<file path="src/rtl/vga_pkg.sv">
// Shared PS/2 scan-code constants and decoder state type for the keyboard front end.
package vga_pkg;

  typedef enum logic [1:0] {
    ST_IDLE,
    ST_EXT,
    ST_BRK,
    ST_EXT_BRK
  } kb_state_e;

  localparam logic [7:0] SC_E0 = 8'hE0;
  localparam logic [7:0] SC_F0 = 8'hF0;
  localparam logic [7:0] SC_AA = 8'hAA;
  localparam logic [7:0] SC_FC = 8'hFC;
  localparam logic [7:0] SC_00 = 8'h00;
  localparam logic [7:0] SC_FF = 8'hFF;

  localparam logic [7:0] SC_W = 8'h1D;
  localparam logic [7:0] SC_S = 8'h1B;
  localparam logic [7:0] SC_D = 8'h23;
  localparam logic [7:0] SC_A = 8'h1C;

  localparam logic [7:0] SC_UP    = 8'h75;
  localparam logic [7:0] SC_DOWN  = 8'h72;
  localparam logic [7:0] SC_RIGHT = 8'h74;
  localparam logic [7:0] SC_LEFT  = 8'h6B;

  // BAT completion and keyboard error/overrun codes wipe all held keys.
  function automatic logic is_flush_code(input logic [7:0] code);
    return (code == SC_AA) || (code == SC_FC) || (code == SC_00) || (code == SC_FF);
  endfunction

endpackage

</file>
<file path="src/rtl/ps2_rx.sv">
// PS/2 frame receiver: synchronises the raw lines, shifts in 11-bit frames and
// reports either a checked byte or a framing/parity/timeout error.
module ps2_rx #(
  parameter int unsigned TIMEOUT_CYCLES = 100000
) (
  input  logic       clk,
  input  logic       rst,
  input  logic       ps2_clk,
  input  logic       ps2_data,
  output logic [7:0] rx_byte,
  output logic       byte_valid,
  output logic       frame_err
);

  localparam int unsigned TW = $clog2(TIMEOUT_CYCLES + 1);

  logic          clk_s1, clk_s2, clk_prev;
  logic          data_s1, data_s2;
  logic          sample;
  logic [3:0]    bit_cnt;
  logic [9:0]    shift;
  logic [TW-1:0] to_cnt;

  always_ff @(posedge clk) begin
    if (!rst) begin
      clk_s1     <= 1'b1;
      clk_s2     <= 1'b1;
      clk_prev   <= 1'b1;
      data_s1    <= 1'b1;
      data_s2    <= 1'b1;
      sample     <= 1'b0;
      bit_cnt    <= '0;
      shift      <= '0;
      to_cnt     <= '0;
      rx_byte    <= '0;
      byte_valid <= 1'b0;
      frame_err  <= 1'b0;
    end else begin
      clk_s1     <= ps2_clk;
      clk_s2     <= clk_s1;
      data_s1    <= ps2_data;
      data_s2    <= data_s1;
      clk_prev   <= clk_s2;
      sample     <= clk_prev & ~clk_s2;
      byte_valid <= 1'b0;
      frame_err  <= 1'b0;

      if (sample) begin
        to_cnt <= '0;
        // Bits 0..9 are shifted in LSB-first; the stop bit is checked straight off the line.
        if (bit_cnt == 4'd10) begin
          bit_cnt <= '0;
          if (!shift[0] && data_s2 && (^shift[9:1])) begin
            rx_byte    <= shift[8:1];
            byte_valid <= 1'b1;
          end else begin
            frame_err <= 1'b1;
          end
        end else begin
          shift   <= {data_s2, shift[9:1]};
          bit_cnt <= bit_cnt + 4'd1;
        end
      end else if ((bit_cnt != 4'd0) && clk_s2) begin
        if (to_cnt == TW'(TIMEOUT_CYCLES - 1)) begin
          bit_cnt   <= '0;
          to_cnt    <= '0;
          frame_err <= 1'b1;
        end else begin
          to_cnt <= to_cnt + TW'(1);
        end
      end else begin
        to_cnt <= '0;
      end
    end
  end

endmodule

</file>
<file path="src/rtl/keyboard_ctl.sv">
// Keyboard controller: turns PS/2 make/break codes into held-key levels for two
// players (WASD and arrow keys).
module keyboard_ctl
  import vga_pkg::*;
#(
  parameter int unsigned TIMEOUT_CYCLES = 100000
) (
  input  logic clk,
  input  logic rst,
  input  logic ps2_clk,
  input  logic ps2_data,
  output logic p1_up,
  output logic p1_down,
  output logic p1_right,
  output logic p1_left,
  output logic p2_up,
  output logic p2_down,
  output logic p2_right,
  output logic p2_left,
  output logic frame_err
);

  logic [7:0] rx_byte;
  logic       byte_valid;
  kb_state_e  state;

  ps2_rx #(
    .TIMEOUT_CYCLES(TIMEOUT_CYCLES)
  ) u_rx (
    .clk       (clk),
    .rst       (rst),
    .ps2_clk   (ps2_clk),
    .ps2_data  (ps2_data),
    .rx_byte   (rx_byte),
    .byte_valid(byte_valid),
    .frame_err (frame_err)
  );

  always_ff @(posedge clk) begin
    if (!rst) begin
      state    <= ST_IDLE;
      p1_up    <= 1'b0;
      p1_down  <= 1'b0;
      p1_right <= 1'b0;
      p1_left  <= 1'b0;
      p2_up    <= 1'b0;
      p2_down  <= 1'b0;
      p2_right <= 1'b0;
      p2_left  <= 1'b0;
    end else if (byte_valid) begin
      state <= ST_IDLE;
      if (is_flush_code(rx_byte)) begin
        p1_up    <= 1'b0;
        p1_down  <= 1'b0;
        p1_right <= 1'b0;
        p1_left  <= 1'b0;
        p2_up    <= 1'b0;
        p2_down  <= 1'b0;
        p2_right <= 1'b0;
        p2_left  <= 1'b0;
      end else begin
        // Codes from the wrong table for the current prefix fall to default: no change.
        case (state)
          ST_IDLE: begin
            if (rx_byte == SC_E0)      state <= ST_EXT;
            else if (rx_byte == SC_F0) state <= ST_BRK;
            else begin
              case (rx_byte)
                SC_W:    p1_up    <= 1'b1;
                SC_S:    p1_down  <= 1'b1;
                SC_D:    p1_right <= 1'b1;
                SC_A:    p1_left  <= 1'b1;
                default: ;
              endcase
            end
          end
          ST_BRK: begin
            case (rx_byte)
              SC_W:    p1_up    <= 1'b0;
              SC_S:    p1_down  <= 1'b0;
              SC_D:    p1_right <= 1'b0;
              SC_A:    p1_left  <= 1'b0;
              default: ;
            endcase
          end
          ST_EXT: begin
            if (rx_byte == SC_F0) state <= ST_EXT_BRK;
            else begin
              case (rx_byte)
                SC_UP:    p2_up    <= 1'b1;
                SC_DOWN:  p2_down  <= 1'b1;
                SC_RIGHT: p2_right <= 1'b1;
                SC_LEFT:  p2_left  <= 1'b1;
                default:  ;
              endcase
            end
          end
          ST_EXT_BRK: begin
            case (rx_byte)
              SC_UP:    p2_up    <= 1'b0;
              SC_DOWN:  p2_down  <= 1'b0;
              SC_RIGHT: p2_right <= 1'b0;
              SC_LEFT:  p2_left  <= 1'b0;
              default:  ;
            endcase
          end
          default: ;
        endcase
      end
    end
  end

endmodule

</file>
<file path="config.mk">
export PLATFORM = sky130hd
export DESIGN_NAME = keyboard_ctl
export DESIGN_NICKNAME = d
export VERILOG_FILES = /design/src/rtl/vga_pkg.sv /design/src/rtl/ps2_rx.sv /design/src/rtl/keyboard_ctl.sv
export SDC_FILE = /design/constraint.sdc
export NUM_CORES = 1
export LEC_CHECK = 0
export ABC_AREA = 1
export BUFFER_PORTS_ARGS = -buffer_cell sky130_fd_sc_hd__buf_2
export CORE_AREA = 2 2 83 85
export CTS_BUF_LIST = sky130_fd_sc_hd__clkbuf_8
export DETAILED_ROUTE_END_ITERATION = 8
export DIE_AREA = 0 0 85 87
export RECOVER_POWER = 50
export REMOVE_ABC_BUFFERS = 1
export SLEW_MARGIN = 10
export SYNTH_ARGS = -nofsm -noshare
export SYNTH_HDL_FRONTEND = slang
export SYNTH_SLANG_ARGS = --single-unit
export TNS_END_PERCENT = 5
</file>
<file path="constraint.sdc">
create_clock -name clk -period 1.5 [get_ports clk]
set_input_delay 0 -clock clk [delete_from_list [all_inputs] [get_ports clk]]
set_output_delay 0 -clock clk [all_outputs]
set_load 0.05 [all_outputs]
</file>
* Word level (Yosys, flattened, before mapping)
Cells that the tools add are included.
** Storage, ports and cells
- Register bits :: 57
- Latch bits :: 0
- RAM bits :: 0
- Bits in read-only memories :: 0
- Input port bits :: 4
- Output and inout port bits :: 9
- Word-level logic and storage cells :: 152
- Memories kept :: 0
** Cells by class
- Add/subtract/negate cells :: 2
- Multipliers :: 0
- Div/mod/pow operators :: 0
- Order comparisons :: 0
- Equal/unequal tests :: 37
- Shift-type cells :: 0
- Mux-type cells :: 59
- Bitwise logic cells :: 5
- Reductions and logical operators :: 28
** Operators with widths (count)
- 1-bit two-way mux :: 42
- 8-bit equality test (second input constant) :: 5
- 3-bit inequality test (second input constant) :: 13
- 8-bit by 7-bit equality test with 1-bit output (second input constant) :: 4
- 8-bit by 5-bit equality test with 1-bit output (second input constant) :: 3
- 6-bit AND reduction :: 4
- 5-bit AND reduction :: 4
- 3-bit by 2-bit inequality test with 1-bit output (second input constant) :: 6
- 17-bit by 1-bit adder with 17-bit output (second input constant) :: 1
- 17-bit equality test (second input constant) :: 1
- 4-bit two-way mux :: 4
- 1-bit one-hot mux with 2 select lines :: 8
- 9-bit parity :: 1
- 8-bit by 6-bit equality test with 1-bit output (second input constant) :: 1
- 8-bit zero test :: 1
- 2-bit two-way mux :: 4
- 3-bit AND reduction :: 2
- 3-bit nonzero test :: 2
- 4-bit by 1-bit adder with 4-bit output (second input constant) :: 1
- 2-bit equality test (second input constant) :: 2
- 4-bit equality test (second input constant) :: 1
- 1-bit inverter :: 4
- 2-bit one-hot mux with 2 select lines :: 1
- 2-bit AND reduction :: 2
- 9 further kinds :: 14

* Depth between registers and ports, before layout
Gate-level depths: netlist of run 1.
- Depth after elaboration :: 6
- Depth in mapped cells :: 13

* Cells and area by module
Synthesis of run 1 repeated with hierarchy kept, for this count alone.
** Unflattened totals
- Cell total of the unflattened synthesis :: 421
- Area total of the unflattened synthesis :: 2875.3 um2
** By module, submodules not included
- ps2_rx :: times used 1, cells each 298, area an instance 2159.6 um2
- keyboard_ctl :: times used 1, cells each 123, area an instance 715.7 um2

* Least setup slack after synthesis of run 1
OpenSTA, ideal clock, no wires.
- Path type :: register to register
- From :: reg u_rx.bit_cnt[0]
- To :: reg u_rx.to_cnt[3]
- Library setup time :: 0.070 ns
- Arrival :: 1.349 ns
- Required time :: 1.430 ns
- Path slack :: 0.082 ns
- Stages on the path, launching flop included :: 7
- Period minus slack after synthesis :: 1.418 ns
- Cells stage by stage :: dfxtp_1 > inv_1 > ha_1 > a31oi_1 > nand4_2 > buf_2 > a21oi_1
** Between the ends
- Longest elaborated chain between the ends :: 4
** Ends and longest elaborated chain
- start, declared :: line ps2_rx.sv:20 : logic [3:0] bit_cnt;
- start signal, assigned :: line ps2_rx.sv:61 : bit_cnt <= bit_cnt + 4'd1;
- 4-bit nonzero test :: line ps2_rx.sv:63 : end else if ((bit_cnt != 4'd0) && clk_s2) begin
- 1-bit logical AND :: line ps2_rx.sv:63
- 1-bit inverter (no source line)
- 4-bit OR reduction (no source line)
- end signal, assigned :: line ps2_rx.sv:69 : to_cnt <= to_cnt + TW'(1);
- end, declared :: line ps2_rx.sv:22 : logic [TW-1:0] to_cnt;
Every way passes these cells.
A chain may end at the register's enable or synchronous reset.

* Worst setup path after layout of run 1
- From :: reg u_rx.shift[5]
- To :: reg u_rx.rx_byte[6]
** Between the ends
- Longest elaborated chain between the ends :: 3
** Ends and longest elaborated chain
- start, declared :: line ps2_rx.sv:21 : logic [9:0] shift;
- start signal, assigned :: line ps2_rx.sv:60 : shift <= {data_s2, shift[9:1]};
- 9-bit parity :: line ps2_rx.sv:53 : if (!shift[0] && data_s2 && (^shift[9:1])) begin
- 1-bit logical AND :: line ps2_rx.sv:53
- 3-bit AND reduction (no source line)
- end signal, assigned :: line ps2_rx.sv:54 : rx_byte <= shift[8:1];
- end, declared :: line ps2_rx.sv:10 : output logic [7:0] rx_byte,
Every way passes these cells.

==> impl_metrics.tcl, run 1 <==
set metrics [dict create \
    yosys_warnings 0 \
    numClockSinks 57 \
    skew_ns 0.00628 \
    min_path_type "primary input to register" \
    grt_pass1_wl_microns 10000 \
    rsz0062_at_grt "yes" \
    antenna_found_initial 0 \
    wire_per_inst_microns 11.6 \
    core_sq_um 6570 \
    viasPerCell 4.98 \
    period_minus_slack_ns 1.48 \
    initial_core_util_pct 43.4 \
    drtIter0Drc 146 \
    timing.final.crit_share_pct 98.8 \
    vdd_ir_drop_max_uv 550 \
    slowest_stage "dfxtp_4" \
    hold_viol_final 0 \
    clk_pin_slew_worst_paths_ns 0.07 \
    syn_to_final_growth_pct 29.7 \
    clkLatencyLatePin_ns 0.34 \
    grt_pass1_vias 2411 \
    synth_top_cells_by_area "dfxtp_1, nand2_1, inv_1" \
    powerDensity_nw_per_um2 889 \
    synth_edf_count 0 \
    syn_area_sq_um 2850 \
    fin_util_pct 56.2 \
    gp_congestion 0.894 \
    crit_top_cell "nand2_2" \
    cts_made_buffers 9 \
    cts_tree "yes" \
    drive_gt1_share_pct 30.3 \
    path_max_fanout 6 \
    io_buffers 12 \
    yosys.area.top_type "dfxtp_1" \
    diodes 0 \
    io_pins 13 \
    die_h_microns 87 \
    final-max-slew-violation-count 0 \
    finalWorstSetupSlack_ns 0.0175 \
    die-width_microns 85 \
    preCtsSetupSlack_ns -0.0135 \
    synth_common_cells "nand2_1, dfxtp_1, inv_1, nor2_1, a21oi_1" \
    gr-total-overflow 0 \
    drc 0 \
    power.leakage_nw 1.46 \
    rows 30 \
    status "finished clean" \
    path_class "register to register" \
    fillers 617 \
    grt_start_max_net_pins 18 \
    slowest_delay_ns 0.37 \
    dieArea_sq_um 7400 \
    synth_cell_types 35 \
    ys_seq_elements 57 \
    fmax_mhz 675 \
    synth_top_area_share_pct 40.1 \
    yosysMostFrequentCell "nand2_1" \
    synth_area_per_cell_sq_um 6.98 \
    final_nets 461 \
    wl_microns 6220 \
    setup_viol 0 \
    endpoint_kind "register" \
    async_flop_share_pct 0 \
    vias 2681 \
    cap_violations 0 \
    worstPathCellList "inv_4 > nand2_2 > nand2_2 > nand2_2 > nand2_2 > nand2_2 > nand2_2 > nand2_2 > nand2_4 > nand3_4 > nand2_1 > inv_1 > nor2_1" \
    synth-main-ff-cell "dfxtp_1" \
    slew_headroom_pct 59.5 \
    grt_usage_pct 16.7 \
    synth_seq_area_share_pct 40.1 \
    cts_buffer_depth 2 \
    worst_slew_pin_slew_ns 0.610 \
    cp_data_arrival_time_ns 1.74 \
    postRouteAntennaNets 0 \
    cp-start-kind "register" \
    htree_num_levels 3 \
    dpl.hpwl_microns 4060 \
    synthCells 408 \
    required_ns 1.76 \
    firstDrtPassIters 4 \
    root_buffer "clkbuf_8" \
]
## routing by layer
metal	track usage [%]	routed length, microns
met1	20.4	2920
met2	28.0	3000
met3	4.27	196
met4	7.22	102
met5	0	0
## logic make-up (layout without fill, tap and decap cells)
logic type	count (synthesis)	count (layout)	share of synthesized area (%)
simple gates	218	220	36.6
buf+inv	69	117	9.36
flops	57	57	40.1
fa+ha+maj	4	4	1.76
compound gates	52	52	9.75
xor+xnor	8	8	2.46
## sequential cells by signal (all words and copies together) (netlist names), 2 cells and up
register	count
u_rx.rx_byte	8
u_rx.bit_cnt	4
u_rx.shift	10
u_rx.to_cnt	17
state	2
## worst max-delay path: cells and delay by family, from the launching register on
family,cells,cell delay (ns)
buf+inv,2,0.12
flops,1,0.37
simple gates,11,0.93
## placed cells by master (no fill, tap or decap), drive strengths merged, types with 2 or more instances in the layout
cell type     n
xor2          5
inv          63
clkbuf       20
nand3        28
bufinv        2
nand4        21
dlygate4sd3   2
nand2        98
buf          26
a21oi        30
ha            4
nor2         49
clkinv        3
nor3         12
xnor2         3
a31oi         3
o21ai        15
o21a          3
and2          2
or2           7
dfxtp        57
nor4          2
## final timing paths
kind,start,to,slack [ns],cells after the start
worst max register to register,u_rx.shift[5],u_rx.rx_byte[6],0.02,13
worst min register to register,u_rx.clk_prev,u_rx.sample,0.42,2
worst max-delay path,u_rx.shift[5],u_rx.rx_byte[6],0.02,13
worst min-delay path,rst,p1_down,0.06,3
## report_power, final
group	switching [mW]	internal, mW
logic	0.121	0.0707
clock network	0.633	0.920
registers	0.0145	1.52
## area by class of cell
class                   instances  area, sq um  area share (%)
well taps                      80          100            2.71
multi-input cells             284         1650            44.6
inverters                      62          240            6.51
flip-flops and latches         57         1180            31.9
clock inverters                 7         86.3            2.34
clock buffers                   9          124            3.35
repair buffers                 39          317            8.57
## stage by stage
stage	total power, mW	setup TNS, ns	instance area, sq um	hold WS (ns)	cells
2_1_floorplan	1.68	-0.0815	2810	0.0892	401
3_3_place_gp	1.72	0	3110	0.190	508
3_5_place_dp	1.72	-0.0135	3110	0.191	508
4_1_cts	3.28	0	3340	0.0330	526
5_1_grt	3.41	-0.552	3690	0.0780	538
6_report	3.28	0	3690	0.0591	538
## what timing repair did
| action | CTS | global route |
|---|---|---|
| hold buffers | 2 | 0 |
| resized for setup | 1 | 76 |
| pin swaps | 0 | 27 |
| hold endpoints to repair | 2 | 0 |
| setup endpoints to repair | 2 | 34 |
| setup buffers | 0 | 8 |
| cloned | 0 | 4 |
Power figures use the tool's default switching activity.
==> run 2: changes to the inputs <==
--- a/config.mk
+++ b/config.mk
@@ -11,6 +11,7 @@
 export CTS_BUF_LIST = sky130_fd_sc_hd__clkbuf_8
 export DETAILED_ROUTE_END_ITERATION = 8
 export DIE_AREA = 0 0 85 87
+export HOLD_SLACK_MARGIN = 0.08
 export RECOVER_POWER = 50
 export REMOVE_ABC_BUFFERS = 1
 export SLEW_MARGIN = 10
==> impl_metrics.tcl, run 2 (synthesis gave the netlist of run 1 again) <==
set metrics [dict create \
    vdd_ir_drop_max_uv 549 \
    powerDensity_nw_per_um2 886 \
    status "finished clean" \
    grt_pass1_wl_microns 10000 \
    use_met3_pct 4.27 \
    io_pins 13 \
    cts_made_buffers 9 \
    firstDrtPassIters 4 \
    skew_ns 0.00654 \
    required_ns 1.76 \
    vias 2681 \
    drc 0 \
    final_area_sq_um 3700 \
    worst_slew_pin_slew_ns 0.610 \
    htree_num_levels 3 \
    regMostFlops "u_rx.to_cnt" \
    whs_path_depth 3 \
    setup_viol 0 \
    final-max-slew-violation-count 0 \
    hold_viol_final 0 \
    grt_start_max_net_pins 18 \
    area.sequential_sq_um 1180 \
    rsz0062_at_grt "yes" \
    dpl.hpwl_microns 4060 \
    reg_top3 "u_rx.to_cnt x17, u_rx.shift x10, u_rx.rx_byte x8" \
    viasPerCell 4.97 \
    preCtsSetupSlack_ns -0.0135 \
    diodes 0 \
    use_met2_pct 28.0 \
    finalWorstSetupSlack_ns 0.0179 \
    largest_reg_flops 17 \
    die-width_microns 85 \
    initial_core_util_pct 43.4 \
    drtIter0Drc 137 \
    slew_headroom_pct 59.5 \
    clkLatencyLatePin_ns 0.33 \
    cts_tree "yes" \
    endpoint_kind "register" \
    power_mw 3.28 \
    ff2ff_path_depth 13 \
    placedInstanceArea_sq_um 3110 \
    period_minus_slack_ns 1.48 \
    wire_per_inst_microns 11.5 \
    rows 30 \
    cp_data_arrival_time_ns 1.74 \
    cap_violations 0 \
    postRouteAntennaNets 0 \
    cp-start-kind "register" \
    io_buffers 12 \
    core_sq_um 6570 \
    grt_usage_pct 16.7 \
    path_class "register to register" \
    grt_pass1_vias 2411 \
    dieArea_sq_um 7400 \
    multi_input_area_sq_um 1650 \
    use_met1_pct 20.4 \
    mostFrequentLayoutCell "nand2_1" \
    gp_congestion 0.894 \
    path_max_fanout 6 \
    gr-total-overflow 0 \
    power.leakage_nw 1.46 \
    syn_to_final_growth_pct 30.0 \
    busiest_layer "met2" \
    fillers 616 \
    timing.final.crit_share_pct 98.8 \
    wl_microns 6220 \
    cts_buffer_depth 2 \
    drive_gt1_share_pct 30.3 \
    numClockSinks 57 \
    layout_common_cells "nand2_1, inv_1, nor2_1, dfxtp_1, a21oi_1" \
    antenna_found_initial 0 \
    die_h_microns 87 \
    clk_pin_slew_worst_paths_ns 0.07 \
    root_buffer "clkbuf_8" \
    fmax_mhz 675 \
    min_path_type "primary input to register" \
    final_nets 462 \
]
-- run 2: cell count changes in the layout (fill, tap and decap cells not counted), sizes merged --
cell / before / now
dlygate4sd3: 2 / 3
-- run 2: metal layers --
layer  routed length [microns]  up-vias
met5                         0        -
met4                        78        0
met3                       187       11
met2                      3020       41
met1                      2930     1212
li1                          -     1417
-- run 2: worst paths after layout --
kind	start	end	slack [ns]
min	ps2_data	u_rx.data_s1	0.38
max	u_rx.shift[5]	u_rx.rx_byte[6]	0.02
max reg2reg	u_rx.shift[5]	u_rx.rx_byte[6]	0.02
min reg2reg	u_rx.clk_prev	u_rx.sample	0.41
-- run 2: area by class of cell --
cell class	instances	area share (%)
well taps	80	2.70
inverters	62	6.49
clock buffers	9	3.35
multi-input cells	284	44.5
repair buffers	40	8.82
flip-flops and latches	57	31.8
clock inverters	7	2.33
-- run 2: power breakdown --
part | total (mW) | internal [mW] | leakage [nW] | switching [mW]
Clock | 1.55 | 0.920 | 0.110 | 0.629
Combinational | 0.194 | 0.0724 | 0.879 | 0.122
Sequential | 1.54 | 1.52 | 0.472 | 0.0145
Total | 3.28 | 2.51 | 1.46 | 0.765
-- run 2: repair_timing --
action,4_1_cts,5_1_grt
pin swaps,0,27
hold buffers,3,0
gates cloned,0,4
buffers inserted,0,8
setup endpoints to repair,2,34
gates resized for setup,1,76
hold endpoints to repair,16,0
-- run 2: through the flow --
stage          hold slack (ns)  instances  utilization, %  TNS [ns]
6_report                 0.385        539            56.4         0
5_1_grt                  0.370        539            56.4    -0.552
4_1_cts                  0.376        527            51.1         0
3_5_place_dp             0.191        508            47.4   -0.0135
3_3_place_gp             0.190        508            47.4         0
2_1_floorplan           0.0892        401               -   -0.0815
-- run 2: critical path, stage by stage (launching register included) --
cell and delay [ns]:
dfxtp_4 0.37, inv_4 0.07, nand2_2 0.05, nand2_2 0.07, nand2_2 0.07, nand2_2 0.07, nand2_2 0.07, nand2_2 0.07
nand2_2 0.08, nand2_4 0.13, nand3_4 0.12, nand2_1 0.10, inv_1 0.05, nor2_1 0.10
